===== src/rtl/dispensador_pkg.sv =====
// dispensador_pkg: state encoding and count width shared by the dispenser sequencer
package dispensador_pkg;
  localparam int CNT_W = 4;
  typedef enum logic [2:0] {IDLE, CLEAR, RUN, SETTLE, FAULT} state_t;
endpackage


===== src/rtl/temporizador.sv =====
// temporizador: loadable up-counter that flags when it reaches the given limit
module temporizador #(
  parameter int W = 8
) (
  input  logic         clk,
  input  logic         reset_n,
  input  logic         load,
  input  logic [W-1:0] lim,
  output logic         expired
);
  logic [W-1:0] count_q, count_d;
  always_comb count_d = load ? '0 : count_q + 1'b1;
  always_ff @(posedge clk) count_q <= !reset_n ? '0 : count_d;
  assign expired = count_q == lim;
endmodule


===== src/rtl/dispensador_control.sv =====
// dispensador_control: one dispense cycle sequencer, watchdog and FAULT state under DISPENSADOR_WATCHDOG_EN
module dispensador_control
  import dispensador_pkg::*;
#(
  parameter int TIMEOUT_CYCLES = 50_000_000,
  parameter int SETTLE_CYCLES  = 1000
) (
  input  logic             clk,
  input  logic             reset_n,
  input  logic             start,
  input  logic             abort,
  input  logic [CNT_W-1:0] cantidad,
  input  logic             salida_apagado,
  output logic             cnt_reset,
  output logic [CNT_W-1:0] maximo,
  output logic             motor_en,
  output logic             busy,
  output logic             done,
  output logic             aborted,
  output logic             fault
);
  localparam int MAX_C = TIMEOUT_CYCLES > SETTLE_CYCLES ? TIMEOUT_CYCLES : SETTLE_CYCLES;
  localparam int W = $clog2(MAX_C + 1);
  state_t state_q, state_d;
  logic [CNT_W-1:0] maximo_q, maximo_d;
  logic cnt_reset_q, cnt_reset_d, motor_en_q, motor_en_d, busy_q, busy_d;
  logic done_q, done_d, aborted_q, aborted_d, fault_q, fault_d;
  logic expired;
  temporizador #(.W(W)) u_tmr (
    .clk     (clk),
    .reset_n (reset_n),
    .load    (state_d != state_q),
    .lim     (state_q == RUN ? W'(TIMEOUT_CYCLES - 1) : W'(SETTLE_CYCLES - 1)),
    .expired (expired)
  );
  always_comb begin
    state_d   = state_q;
    maximo_d  = maximo_q;
    aborted_d = aborted_q;
    fault_d   = fault_q;
    done_d    = 1'b0;
    case (state_q)
      IDLE, FAULT: if (start) begin
        if (cantidad != '0) begin
          state_d   = CLEAR;
          maximo_d  = cantidad;
          aborted_d = 1'b0;
          fault_d   = 1'b0;
        end else if (state_q == IDLE) done_d = 1'b1;
      end
      CLEAR: state_d = RUN;
      RUN: if (salida_apagado) state_d = SETTLE;
      else if (abort) begin
        state_d   = SETTLE;
        aborted_d = 1'b1;
      end
`ifdef DISPENSADOR_WATCHDOG_EN
      else if (expired) begin
        state_d = FAULT;
        fault_d = 1'b1;
      end
`endif
      SETTLE: if (expired) begin
        state_d = IDLE;
        done_d  = 1'b1;
      end
      default: state_d = IDLE;
    endcase
    cnt_reset_d = state_d inside {IDLE, CLEAR, FAULT};
    motor_en_d  = state_d == RUN;
    busy_d      = state_d inside {CLEAR, RUN, SETTLE};
  end
  always_ff @(posedge clk) begin
    if (!reset_n) begin
      state_q     <= IDLE;
      maximo_q    <= '0;
      cnt_reset_q <= 1'b1;
      motor_en_q  <= 1'b0;
      busy_q      <= 1'b0;
      done_q      <= 1'b0;
      aborted_q   <= 1'b0;
      fault_q     <= 1'b0;
    end else begin
      state_q     <= state_d;
      maximo_q    <= maximo_d;
      cnt_reset_q <= cnt_reset_d;
      motor_en_q  <= motor_en_d;
      busy_q      <= busy_d;
      done_q      <= done_d;
      aborted_q   <= aborted_d;
      fault_q     <= fault_d;
    end
  end
  assign cnt_reset = cnt_reset_q;
  assign maximo    = maximo_q;
  assign motor_en  = motor_en_q;
  assign busy      = busy_q;
  assign done      = done_q;
  assign aborted   = aborted_q;
  assign fault     = fault_q;
endmodule


===== config.mk =====
export PLATFORM = sky130hd
export DESIGN_NAME = dispensador_control
export DESIGN_NICKNAME = d
export VERILOG_FILES = /design/src/rtl/dispensador_pkg.sv /design/src/rtl/temporizador.sv /design/src/rtl/dispensador_control.sv
export SDC_FILE = /design/constraint.sdc
export NUM_CORES = 1
export LEC_CHECK = 0
export ABC_CLOCK_PERIOD_IN_PS = 3580
export CAP_MARGIN = 20
export CORE_UTILIZATION = 50
export DETAILED_ROUTE_END_ITERATION = 16
export GPL_ROUTABILITY_DRIVEN = 0
export PLACE_DENSITY = 0.74
export SYNTH_ARGS = -nofsm -noshare
export SYNTH_HDL_FRONTEND = slang
export SYNTH_HIERARCHICAL = 1
export SYNTH_SLANG_ARGS = --single-unit

===== constraint.sdc =====
create_clock -name clk -period 3.58 [get_ports clk]
set_input_delay 0.716 -clock clk [delete_from_list [all_inputs] [get_ports clk]]
set_output_delay 0.716 -clock clk [all_outputs]
set_load 0.005 [all_outputs]

==> metrics.txt, run 1 <==
final setup vio count=0; Max Cap Violations=0; DP Cell Count=299; startpoint types=flop; clock sinks=38; Post-CTS Hold Buffers=0; Clock Path Buffers=2; RSZ-0062 raised after global routing=false; Clock transition at path regs=70 ps; status=completed; pre-CTS WS=between 300 and 400 ps; drt pass-1 iters=4; CORE AREA=approximately 3800 um^2; Most common cell on crit path=nor4_1; critical-path cell list=nor3b_4 > buf_4 > xor2_1 > nor4_1 > nand3_1 > nor4_1 > nor3_1 > a211oi_1 > or2b_2 > nor2_1; initial antenna violation count=0; Setup WS post-layout=384 ps; number of global-route vias before repair=1,542; root buf cell=clkbuf_8; Tcrit/Tclk final=89.3%; pwr/cell area=389 nW/um^2; vias post-DR=1,709; Hold Fails Final Rpt=0; WL per Instance=around 13 um; die area=4290 um^2; HPWL after detailed placement=2.78 mm; most common cell after layout, fill and taps aside=dfxtp_1; skew final=between 5 and 6 ps; first-pass GRT wire length=6.73 mm; Tmin final=3200 ps; DRC violations left=0; WP data arrival=~3400 ps; DRT iter0 DRCs=between 80 and 90; synth-to-layout area growth=16.5%; critical path's largest stage delay=640 ps; FF+latch count, synth=38; register area share after synthesis=37.7%; Setup TNS=0 ps; Ports=19; row cnt=22; Port Buffer Count=17; Final Max Tran Viols=0; Antenna Nets Post-Route=0; CTS H-tree depth=2; Slew HR=53.5%; slowest CP cell=nor4_1; unique cell type count in the Yosys netlist=42; Starting Density=53.5%; GRT Util Overall=20.4%; kind of critical path=flop to flop; cts bufs inserted=5; total wire length=3.88 mm; post-cts sizing count=0; crit end category=flop; Worst Path Required=roughly 3800 ps; total grt overflow=0; Peak Freq=313 MHz; Crit Path Max Fanout=24; Mapped Area=2020 um^2; peak supply drop=268 uV; postcts setup bufs=0; chip width=around 66 um; Min-Delay Path Class=flop to flop; cells after synthesis=234; Slew @ Worst Pin=692 ps; nets=268; Pleak=between 0.8 and 0.9 nW; CTS tree=yes; die height=65.5 um; Warnings, synthesis=6; routed vias/inst=5.58; ANT cells=0; largest net degree at the start of global routing=25; Final Util=62.3%; most frequent cells in the layout=dfxtp_1, xor2_1, nand2_1; syn avg cell area=8.62 um^2; worst skew pair latency=290 ps; share of layout cells above drive strength 1=7.75%; post-route insts no fill=306
==> per-layer routing <==
metal	vias up	track usage, %	part of all wire (%)
li1	872	-	-
met1	794	25.3	48
met2	35	33.8	47
met3	8	4.17	3.0
met4	0	8.97	1.8
met5	-	0	0
==> power breakdown <==
part           switching, mW  leakage (nW)  internal, mW
sequential            0.0116         0.308         0.434
combinational         0.0526         0.447        0.0517
clock                  0.143        0.0573         0.223
total                  0.207         0.813         0.708
==> metrics by stage <==
stage,total power [mW],cell area (um^2),hold slack [ps]
finish,0.915,2350,478
global route,0.960,2350,501
CTS,0.928,2350,483
detailed placement,0.559,2240,467
global placement,0.558,2240,465
floorplan,0.522,2060,452
==> worst max-delay path, delay by kind of cell, from the launching register on <==
family / cells / cell delay, ps
and+or+nand+nor: 7 / 1940
xor gates and xnor gates: 1 / 100
DFF: 1 / 500
buffers and inverters: 1 / 260
AOI/OAI and AO/OA: 1 / 270
==> cells in the mapped netlist, drive strengths merged <==
| cell type | number | area (um^2) |
|---|---|---|
| nor2b | 1 | 6.26 |
| o21a | 3 | 22.5 |
| o211ai | 1 | 7.51 |
| conb | 2 | 7.51 |
| and4 | 5 | 45.0 |
| nor3 | 5 | 25.0 |
| or2b | 1 | 8.76 |
| buf | 4 | 25.0 |
| o21ai | 14 | 70.1 |
| a211oi | 2 | 15.0 |
| and3 | 3 | 20.0 |
| xnor2 | 13 | 114 |
| nor2 | 16 | 60.1 |
| or4 | 4 | 33.8 |
| nand3 | 9 | 50.1 |
| nor4 | 7 | 58.8 |
| nand2 | 18 | 67.6 |
| and2 | 3 | 18.8 |
| or4b | 1 | 10.0 |
| nand2b | 3 | 18.8 |
| nor4b | 1 | 8.76 |
| inv | 4 | 15.0 |
| nand4 | 9 | 56.3 |
| nor3b | 2 | 25.0 |
| xor2 | 24 | 210 |
| ha | 1 | 12.5 |
| a21boi | 5 | 37.5 |
| or3b | 1 | 11.3 |
| nand3b | 1 | 7.51 |
| dfxtp | 38 | 761 |
| a21oi | 16 | 80.1 |
| clkbuf | 6 | 32.5 |
| or3 | 8 | 53.8 |
| o31ai | 3 | 22.5 |
==> worst paths after layout <==
kind,from,endpoint,slack (ps),depth (start not counted)
max,state_q[1],u_tmr/count_q[10],380,10
min,maximo[1],maximo[1],480,2
max reg2reg,state_q[1],u_tmr/count_q[10],380,10
min reg2reg,maximo[1],maximo[1],480,2
==> area by class of cell <==
class                           instances  area (um^2)
Fill cell                             318         1420
Clock buffer                            6         82.6
Sequential cell                        38          761
Tap cell                               48         60.1
Multi-Input combinational cell        191         1220
Timing Repair Buffer                   18          178
Clock inverter                          1         30.0
Inverter                                4         15.0
==> registers in the layout, summed over array words and instances, names as in the netlist <==
| name | count |
|---|---|
| aborted | 1 |
| busy | 1 |
| cnt_reset | 1 |
| done | 1 |
| maximo | 4 |
| motor_en | 1 |
| state_q | 3 |
| u_tmr/count_q | 26 |
==> cell families after synthesis <==
kind of cell	synth area share (%)
and+or+nand+nor	29.0
AOI/OAI and AO/OA	12.6
other	0.372
xor gates and xnor gates	16.1
adders and majority gates	0.620
DFF	37.7
buffers and inverters	3.60
Power figures use the tool's default switching activity.
==> run 2, diff against run 1 <==
- CAP_MARGIN: 20 -> 30
==> results of run 2 <==
Final layout, timing and power as in run 1 (identical DEF).
==> run 3, diff against run 2 <==
- ABC_AREA: default -> 1
- PLACE_DENSITY: 0.74 -> 0.73
==> metrics.txt, run 3 <==
status=completed; Synth top area share=32.3% (-5.4 points); routed vias/inst=4.87 (-13%); register area=761 um^2 (unchanged); total wire length=5.44 mm (+40%); WL per Instance=11.2 um (-12%); sequential power share=45.7% (-3.0 points); FF+latch count, synth=38 (unchanged); DRT iter0 DRCs=160 (+90%); syn avg cell area=5.96 um^2 (-31%); top cells by count, synth=nand2_1, inv_1, nor2_1; Min-Delay Path Class=flop to flop; worst skew pair latency=290 ps (about the same); final setup vio count=0 (unchanged); most common cell in the netlist=nand2_1; Peak Freq=337 MHz (+7.6%); cts bufs inserted=5 (unchanged); Post-CTS Hold Buffers=0 (unchanged); Tmin final=2970 ps (-225 ps); initial antenna violation count=0 (unchanged); CTS tree=yes; Post-synth EDFFs=0 (unchanged); ANT cells=0 (unchanged); Slew @ Worst Pin=681 ps (-11.0 ps); Worst Hold Launch=maximo[3]; Antenna Nets Post-Route=0 (unchanged); peak supply drop=205 uV (-24%); die area=4980 um^2 (+16%); root buf cell=clkbuf_8; most common cell after layout, fill and taps aside=nand2_1; Clock Path Buffers=2 (unchanged); async set-or-reset flop fraction in the synthesized netlist=0% (unchanged); Tcrit/Tclk final=83.0% (-6.3 points); Setup TNS=0 ps (unchanged); drt pass-1 iters=4 (unchanged); cells after synthesis=395 (+69%); CORE AREA=4440 um^2 (+18%); Final Max Tran Viols=0 (unchanged); CTS H-tree depth=2 (unchanged); DRC violations left=0 (unchanged); nets=444 (+66%); Port Buffer Count=17 (unchanged); Sw Ratio=26.7% (+4.1 points); kind of critical path=flop to flop; synth-to-layout area growth=16.9%; Clock transition at path regs=70 ps (about the same); Synth area leaders=dfxtp_1, nand2_1, inv_1; pwr/cell area=354 nW/um^2 (-9.1%); skew final=4.18 ps (-1.50 ps); Slew HR=54.6% (+1.1 points); ys flop type=dfxtp_1; hold path depth=2 (unchanged); Mapped Area=2350 um^2 (+17%); Warnings, synthesis=6 (unchanged); chip width=70.6 um (+7.7%); Logic pwr share=17.4% (+6.0 points); most frequent cells in the layout=nand2_1, inv_1, nor2_1; vias post-DR=2,370 (+39%); Clk pwr share=36.9% (-3.0 points); Ports=19 (unchanged); P_int=0.713 mW (+0.76%); Pleak=1.15 nW (+41%); Hold Fails Final Rpt=0 (unchanged); WP data arrival=3210 ps (-150 ps); fillers=437 (+37%); Reg2Reg Depth=19 (+9); post-cts sizing count=0 (unchanged); postcts setup bufs=0 (unchanged); GRT Util Overall=24.5% (+4.1 points); HPWL after detailed placement=4.31 mm (+55%); largest net degree at the start of global routing=26 (+4.0%); Starting Density=52.9% (-0.59 points); Largest Register=u_tmr/count_q; max FFs per register=26 (unchanged); Psw=0.260 mW (+25%); first-pass GRT wire length=9.59 mm (+43%); Crit Path Max Fanout=25 (+4.2%); share of layout cells above drive strength 1=7.36% (-0.40 points); startpoint types=flop; Synth area leader=dfxtp_1; worst r2r dst=u_tmr/count_q[3]; row cnt=24 (+9.1%); unique cell type count in the Yosys netlist=26 (-38%); RSZ-0062 raised after global routing=false; die height=70.6 um (+7.7%); flop2flop setup slack=610 ps (+230 ps); Hold Path End=maximo[3]; total grt overflow=0 (unchanged); total power=0.973 mW (+6.3%); FF-to-FF Start=state_q[1]; clock sinks=38 (unchanged); register area share after synthesis=32.3% (-5.4 points); number of global-route vias before repair=2,169 (+41%); crit end category=flop; area of the multi-input gates=1390 um^2 (+13%); Max Cap Violations=0 (unchanged); Worst Path Required=3820 ps (+70 ps)
## run 3: worst max-delay path by stage
stage | slack (ps) | to | start
floorplan | 1070 | u_tmr/count_q[3] | state_q[1]
global placement | 750 | u_tmr/count_q[3] | state_q[1]
detailed placement | 650 | u_tmr/count_q[3] | state_q[1]
CTS | 630 | u_tmr/count_q[3] | state_q[1]
global route | 130 | u_tmr/count_q[3] | state_q[1]
finish | 610 | u_tmr/count_q[3] | state_q[1]
## run 3: per-layer routing
| layer | vias up | track usage [%] | share of wire [%] |
|---|---|---|---|
| li1 | 1256 | - | - |
| met1 | 1038 | 33.8 | 49 |
| met2 | 62 | 37.8 | 43 |
| met3 | 14 | 5.84 | 6.0 |
| met4 | 0 | 8.44 | 2.3 |
| met5 | - | 0 | 0 |
## run 3: logic make-up after synthesis
logic type                 Yosys count  synth area share, %
xor gates and xnor gates             6                 2.23
DFF                                 38                 32.3
other                                2                0.319
and+or+nand+nor                    244                 45.7
buffers and inverters               69                 11.2
adders and majority gates            1                0.532
AOI/OAI and AO/OA                   35                 7.66
## run 3: critical path: stages, from the launching register on
cell	delay [ps]
dfxtp_1	370
inv_2	80
nor2_1	120
nand2_1	190
inv_1	560
nand2_1	110
nand2_1	110
inv_1	40
nand2_1	50
nor2_1	40
nand3_1	60
nor2_1	60
nor2_1	80
nand3_1	100
nand3_1	80
nand3_1	120
nor2_4	150
clkinv_1	250
a21oi_1	200
o21a_1	130
## run 3: layout make-up
class / count / area share [%]
inverters: 67 / 9.14
flip-flops and latches: 38 / 27.7
repair buffers: 18 / 6.46
well taps: 52 / 2.37
clock buffers: 7 / 2.78
clock inverters: 1 / 1.09
multi-input cells: 304 / 50.5
## run 3: power by group through the flow
stage	Clock, mW	Combinational (mW)	Sequential (mW)
floorplan	0	0.117	0.454
global placement	0	0.165	0.454
detailed placement	0	0.169	0.455
CTS	0.369	0.169	0.445
global route	0.385	0.195	0.447
finish	0.359	0.169	0.445
## run 3: stage by stage
stage,cells,area (um^2),hold WS (ps),worst slack (ps),util [%]
after floorplan,411,2410,430,1070,-
after global placement,479,2640,451,754,59.5
after detailed placement,479,2640,456,645,59.5
after CTS,487,2750,467,625,61.9
after global routing,487,2750,494,130,61.9
final,487,2750,467,609,61.9
==> RTL change 1 (config.mk and constraints of run 2) <==
Set the parameter `TIMEOUT_CYCLES` to 100_000_000 (it was 50_000_000).
--- a/src/rtl/dispensador_control.sv
+++ b/src/rtl/dispensador_control.sv
@@ -2,7 +2,7 @@
 module dispensador_control
   import dispensador_pkg::*;
 #(
-  parameter int TIMEOUT_CYCLES = 50_000_000,
+  parameter int TIMEOUT_CYCLES = 100_000_000,
   parameter int SETTLE_CYCLES  = 1000
 ) (
   input  logic             clk,
Check against the original RTL: no difference found for any inputs over 10 cycles, from zero or initial values and one cycle with reset_n low; that may be too few to reach the edited logic, so the function may still have changed.
==> RTL change 1 against run 2 <==
Combinational power rose by 6%; routed wire length rose by 7.2%; area after synthesis rose by 3.0%; setup slack improved by 0.096 ns; clock power fell by 23%; sequential cell count rose by 1; power fell by 7.4%; via count rose by 2.5%; design area rose by 3.2%; largest power group unchanged; highest routed layer unchanged.
==> RTL change 1: results (changes against run 2) <==
Synthesis:
- The number of instances in the synthesized netlist is 242 (was 234).
- The xor/xnor cell area share of the yosys netlist is 15.6% (was 16.1%).
- The sequential element share of the synthesized area is 37.6% (was 37.7%).
- The adder and majority gate portion of the synthesized area is 0.602% (was 0.620%).
- Commonest cells in the netlist: 39 x sky130_fd_sc_hd__dfxtp_1, 21 x sky130_fd_sc_hd__xor2_1, 19 x sky130_fd_sc_hd__nand2_1 (was 38 x sky130_fd_sc_hd__dfxtp_1, 24 x sky130_fd_sc_hd__xor2_1, 18 x sky130_fd_sc_hd__nand2_1).
- The number of unique standard cell types used by synthesis is 36 (was 42).
- Top area cells in the synthesized netlist: sky130_fd_sc_hd__dfxtp_1 38%, sky130_fd_sc_hd__xor2_1 8.9%, sky130_fd_sc_hd__xnor2_1 6.7% (was sky130_fd_sc_hd__dfxtp_1 38%, sky130_fd_sc_hd__xor2_1 10%, sky130_fd_sc_hd__xnor2_1 5.6%).

Routing:
- The number of vias in the routed layout was 1751 (was 1709).
- The routed length per instance came to 12.9 um (was 12.7 um).
- The via density per instance is 5.44 (was 5.58).
- The initial DRC count is 86 (was 84).

Global routing:
- The maximum number of pins on one net before global-route repair is 18 (was 25).
- The first-pass GRT wire length came to 7260 um (was 6730 um).
- The global router's overall resource usage is 21.8% (was 20.4%).
- The number of global-route vias before repair came to 1614 (was 1542).

Layout:
- The fraction of final layout cells sized beyond drive strength 1 is 5.51% (was 7.75%).
- The total of fill cells in the finished design is 367 (was 318).

Hold path:
- The worst-case hold path end point is maximo[3]$_SDFFE_PN0P_ (was maximo[1]$_SDFFE_PN0P_).
- The hold path startpoint was maximo[3]$_SDFFE_PN0P_ (was maximo[1]$_SDFFE_PN0P_).

Setup path:
- The critical path capture point is u_tmr/count_q[23]$_SDFF_PP0_ (was u_tmr/count_q[10]$_SDFF_PP0_).
- The longest individual stage delay on the worst path is 0.51 ns (was 0.64 ns).
- The largest fanout on the critical path was 17 (was 24).
- The library cell contributing the largest single delay on the critical path is sky130_fd_sc_hd__dfxtp_1 (was sky130_fd_sc_hd__nor4_1).

Timing:
- The slack of the critical path was 0.480 ns (was 0.384 ns).
- The maximum clock skew at final layout is 0.00488 ns (was 0.00568 ns).

Pwr:
- The static leakage came to 0.831 nW (was 0.813 nW).
- The maximum VDD drop came to 242 uV (was 268 uV).

Run status:
- Status: finished, final reports clean (unchanged).

Placement:
- The post-placement worst setup slack is 0.505 ns (was 0.358 ns).
-- RTL change 1: cell types whose count changed in the layout (fill, tap and decap cells not counted), moves of 3 or more --
cell                              run 2  this run
sky130_fd_sc_hd__xnor2_1             13        16
sky130_fd_sc_hd__or4_1                3        11
sky130_fd_sc_hd__inv_1                4         7
sky130_fd_sc_hd__xor2_1              24        21
sky130_fd_sc_hd__o31ai_1              3         6
sky130_fd_sc_hd__o21ai_0             14        11
sky130_fd_sc_hd__or3_2                3         0
sky130_fd_sc_hd__o211ai_1             1         4
-- RTL change 1: metrics by stage --
stage	total power, mW	area (um^2)	hold slack (ns)
2_1_floorplan	0.533	2120	0.463
3_3_place_gp	0.576	2350	0.466
3_5_place_dp	0.577	2350	0.465
4_1_cts	0.855	2430	0.476
5_1_grt	0.887	2430	0.512
6_report	0.847	2430	0.475
-- RTL change 1: power by group --
part	total, mW	switching, mW	leakage (nW)	internal, mW
registers	0.457	0.0121	0.316	0.445
clock network	0.280	0.143	0.0422	0.137
logic	0.110	0.0552	0.472	0.0551
total	0.847	0.211	0.831	0.636
-- RTL change 1: per-layer routing --
metal / wire length [um] / GRT usage [%] / up-vias
met4: 42 / 7.18 / 0
met1: 2000 / 26.4 / 805
li1: - / - / 913
met3: 156 / 5.82 / 5
met2: 1970 / 37.1 / 28
met5: 0 / 0 / -
-- RTL change 1: final cells by class --
cell class,instances,share of cell area (%)
clock buffers,7,3.14
clock inverters,1,0.206
inverters,7,1.08
multi-input cells,198,52.4
flip-flops and latches,39,32.2
well taps,50,2.58
repair buffers,20,8.45
-- RTL change 1: worst min-delay path, delay by kind of cell (launching register included) --
kind / cells / cell delay [ns]
compound gates: 2 / 0.12
flops: 1 / 0.31
==> RTL change 2 (flow settings as in run 2) <==
Made on the original files. Put one more register stage on the output `maximo`, cleared by the reset. The value now appears one clock later. The other outputs are not delayed to match.
--- a/src/rtl/dispensador_control.sv
+++ b/src/rtl/dispensador_control.sv
@@ -92,7 +92,13 @@
     end
   end
   assign cnt_reset = cnt_reset_q;
-  assign maximo    = maximo_q;
+  always_ff @(posedge clk) begin
+    if (!reset_n) begin
+      maximo <= '0;
+    end else begin
+      maximo <= maximo_q;
+    end
+  end
   assign motor_en  = motor_en_q;
   assign busy      = busy_q;
   assign done      = done_q;
Check against the original RTL: not equivalent (a bounded check fails within 4 cycles, from zero or initial values and one cycle with reset_n low).
==> RTL change 2 against run 2 <==
Design area grew 1.4%; hold slack lost 0.024 ns; area after synthesis grew 3.0%; clock skew shrank 0.00090 ns; power shrank 4.7%; routed wire length is essentially flat; sequential share of layout area grew 2.9 points; sequential cell count grew 4; setup slack gained 0.27 ns; count of clock-buffer cells in the layout grew 1; critical path type unchanged; critical endpoint is now u_tmr/count_q[4]$_SDFF_PP0_; largest power group unchanged.
==> RTL change 2: results (changes against run 2) <==
Hold path:
- The cell depth of the worst min-delay path is 1 (was 2).
- The hold path startpoint is maximo_q[1]$_SDFFE_PN0P_ (was maximo[1]$_SDFFE_PN0P_).

Routing:
- The wire length on met3 was 132 um (was 118 um).
- The initial DRC count is 95 (was 84).
- The number of vias in the routed layout is 1616 (was 1709).
- The amount of wire on met2 after detailed routing is 1640 um (was 1810 um).
- The total wire length after detailed routing is 3880 um (about the same).

Global routing:
- The met2 global-route usage was 30.0% (was 33.8%).
- The global router's overall resource usage was 20.2% (was 20.4%).
- The met1 global-route usage is 26.5% (was 25.3%).
- The first-pass GRT wire length was 6560 um (was 6730 um).
- The number of global-route vias before repair is 1414 (was 1542).
- The met3 usage in global routing came to 5.65% (was 4.17%).

Synthesis:
- The number of instances in the synthesized netlist is 232 (was 234).
- Top area cells in the synthesized netlist: sky130_fd_sc_hd__dfxtp_1 40%, sky130_fd_sc_hd__xor2_1 10%, sky130_fd_sc_hd__xnor2_1 5.5% (was sky130_fd_sc_hd__dfxtp_1 38%, sky130_fd_sc_hd__xor2_1 10%, sky130_fd_sc_hd__xnor2_1 5.6%).
- The number of unique standard cell types used by synthesis is 45 (was 42).

Layout:
- The storage element area came to 841 um^2 (was 761 um^2).
- The non-clock buffer contribution to total cell area was 7.45% (was 7.56%).
- The total of fill cells in the finished design is 362 (was 318).
- The clock buffer count in the final layout came to 7 (was 6).
- The final non-filler cell area was 2380 um^2 (was 2350 um^2).
- The fraction of final layout cells sized beyond drive strength 1 came to 7.78% (was 7.75%).
- The area fraction of clock buffers and clock inverters is 3.20% (was 4.79%).
- The layout multi-input combinational cell count came to 187 (was 191).
- The non-filler instance count after layout is 307 (was 306).
- The area of the multi-input gates is 1210 um^2 (was 1220 um^2).
- The inverter count is 3 (was 4).

CTS:
- The number of sinks handled by clock tree synthesis is 42 (was 38).

Placement:
- The total half-perimeter wirelength after legalization and detailed placement is 2810 um (was 2780 um).
- The post-placement worst setup slack is 0.663 ns (was 0.358 ns).
- The placed cell count is 300 (was 299).

Setup path:
- The critical register-to-register path endpoint was u_tmr/count_q[4]$_SDFF_PP0_ (was u_tmr/count_q[10]$_SDFF_PP0_).
- The library cell contributing the largest single delay on the critical path is sky130_fd_sc_hd__or2b_2 (was sky130_fd_sc_hd__nor4_1).
- The arrival time at the worst endpoint is 3.09 ns (was 3.36 ns).
- The depth of the most critical reg-to-reg path was 11 (was 10).

Timing:
- The maximum clock skew at final layout was 0.00478 ns (was 0.00568 ns).

Run status:
- Status: finished, final reports clean (unchanged).

Pwr:
- The switching power share of the total is 23.7% (was 22.6%).
- The static leakage is 0.836 nW (was 0.813 nW).

Floorplan:
- The die area is 4420 um^2 (was 4290 um^2).
==> RTL change 2: cell count changes in the layout (fill, tap and decap cells not counted), sizes merged, moves of 2 or more <==
cell and change:
nand2 -6, nand3 +5, dfxtp +4, and2 +3
a211oi -2, a21oi -2, nor3 -2
==> RTL change 2: kinds of logic (layout without fill, tap and decap cells) <==
| kind of cell | after synthesis | after routing | share of synthesized area, % |
|---|---|---|---|
| simple gates | 97 | 97 | 28.5 |
| buf+inv | 12 | 28 | 3.01 |
| xor+xnor | 37 | 37 | 15.6 |
| flops | 42 | 42 | 40.4 |
| fa+ha+maj | 1 | 1 | 0.602 |
| other cells | 2 | 11 | 0.361 |
| compound gates | 41 | 41 | 11.5 |
==> RTL change 2: power by group through the flow <==
stage,Sequential (mW),Clock [mW],Combinational (mW)
after floorplan,0.499,0,0.0662
after global placement,0.500,0,0.103
after detailed placement,0.500,0,0.104
after CTS,0.489,0.294,0.104
after global routing,0.490,0.311,0.114
final,0.489,0.280,0.103
==> RTL change 2: worst max path at each step <==
| stage | startpoint | to | cells past startpoint |
|---|---|---|---|
| after CTS | state_q[1]$_SDFF_PN0_ | u_tmr/count_q[4]$_SDFF_PP0_ | 11 |
| after global routing | state_q[1]$_SDFF_PN0_ | u_tmr/count_q[21]$_SDFF_PP0_ | 11 |
| after global placement | state_q[1]$_SDFF_PN0_ | u_tmr/count_q[7]$_SDFF_PP0_ | 11 |
| after floorplan | state_q[1]$_SDFF_PN0_ | u_tmr/count_q[2]$_SDFF_PP0_ | 13 |
| after detailed placement | state_q[1]$_SDFF_PN0_ | u_tmr/count_q[4]$_SDFF_PP0_ | 11 |
| final | state_q[1]$_SDFF_PN0_ | u_tmr/count_q[4]$_SDFF_PP0_ | 11 |
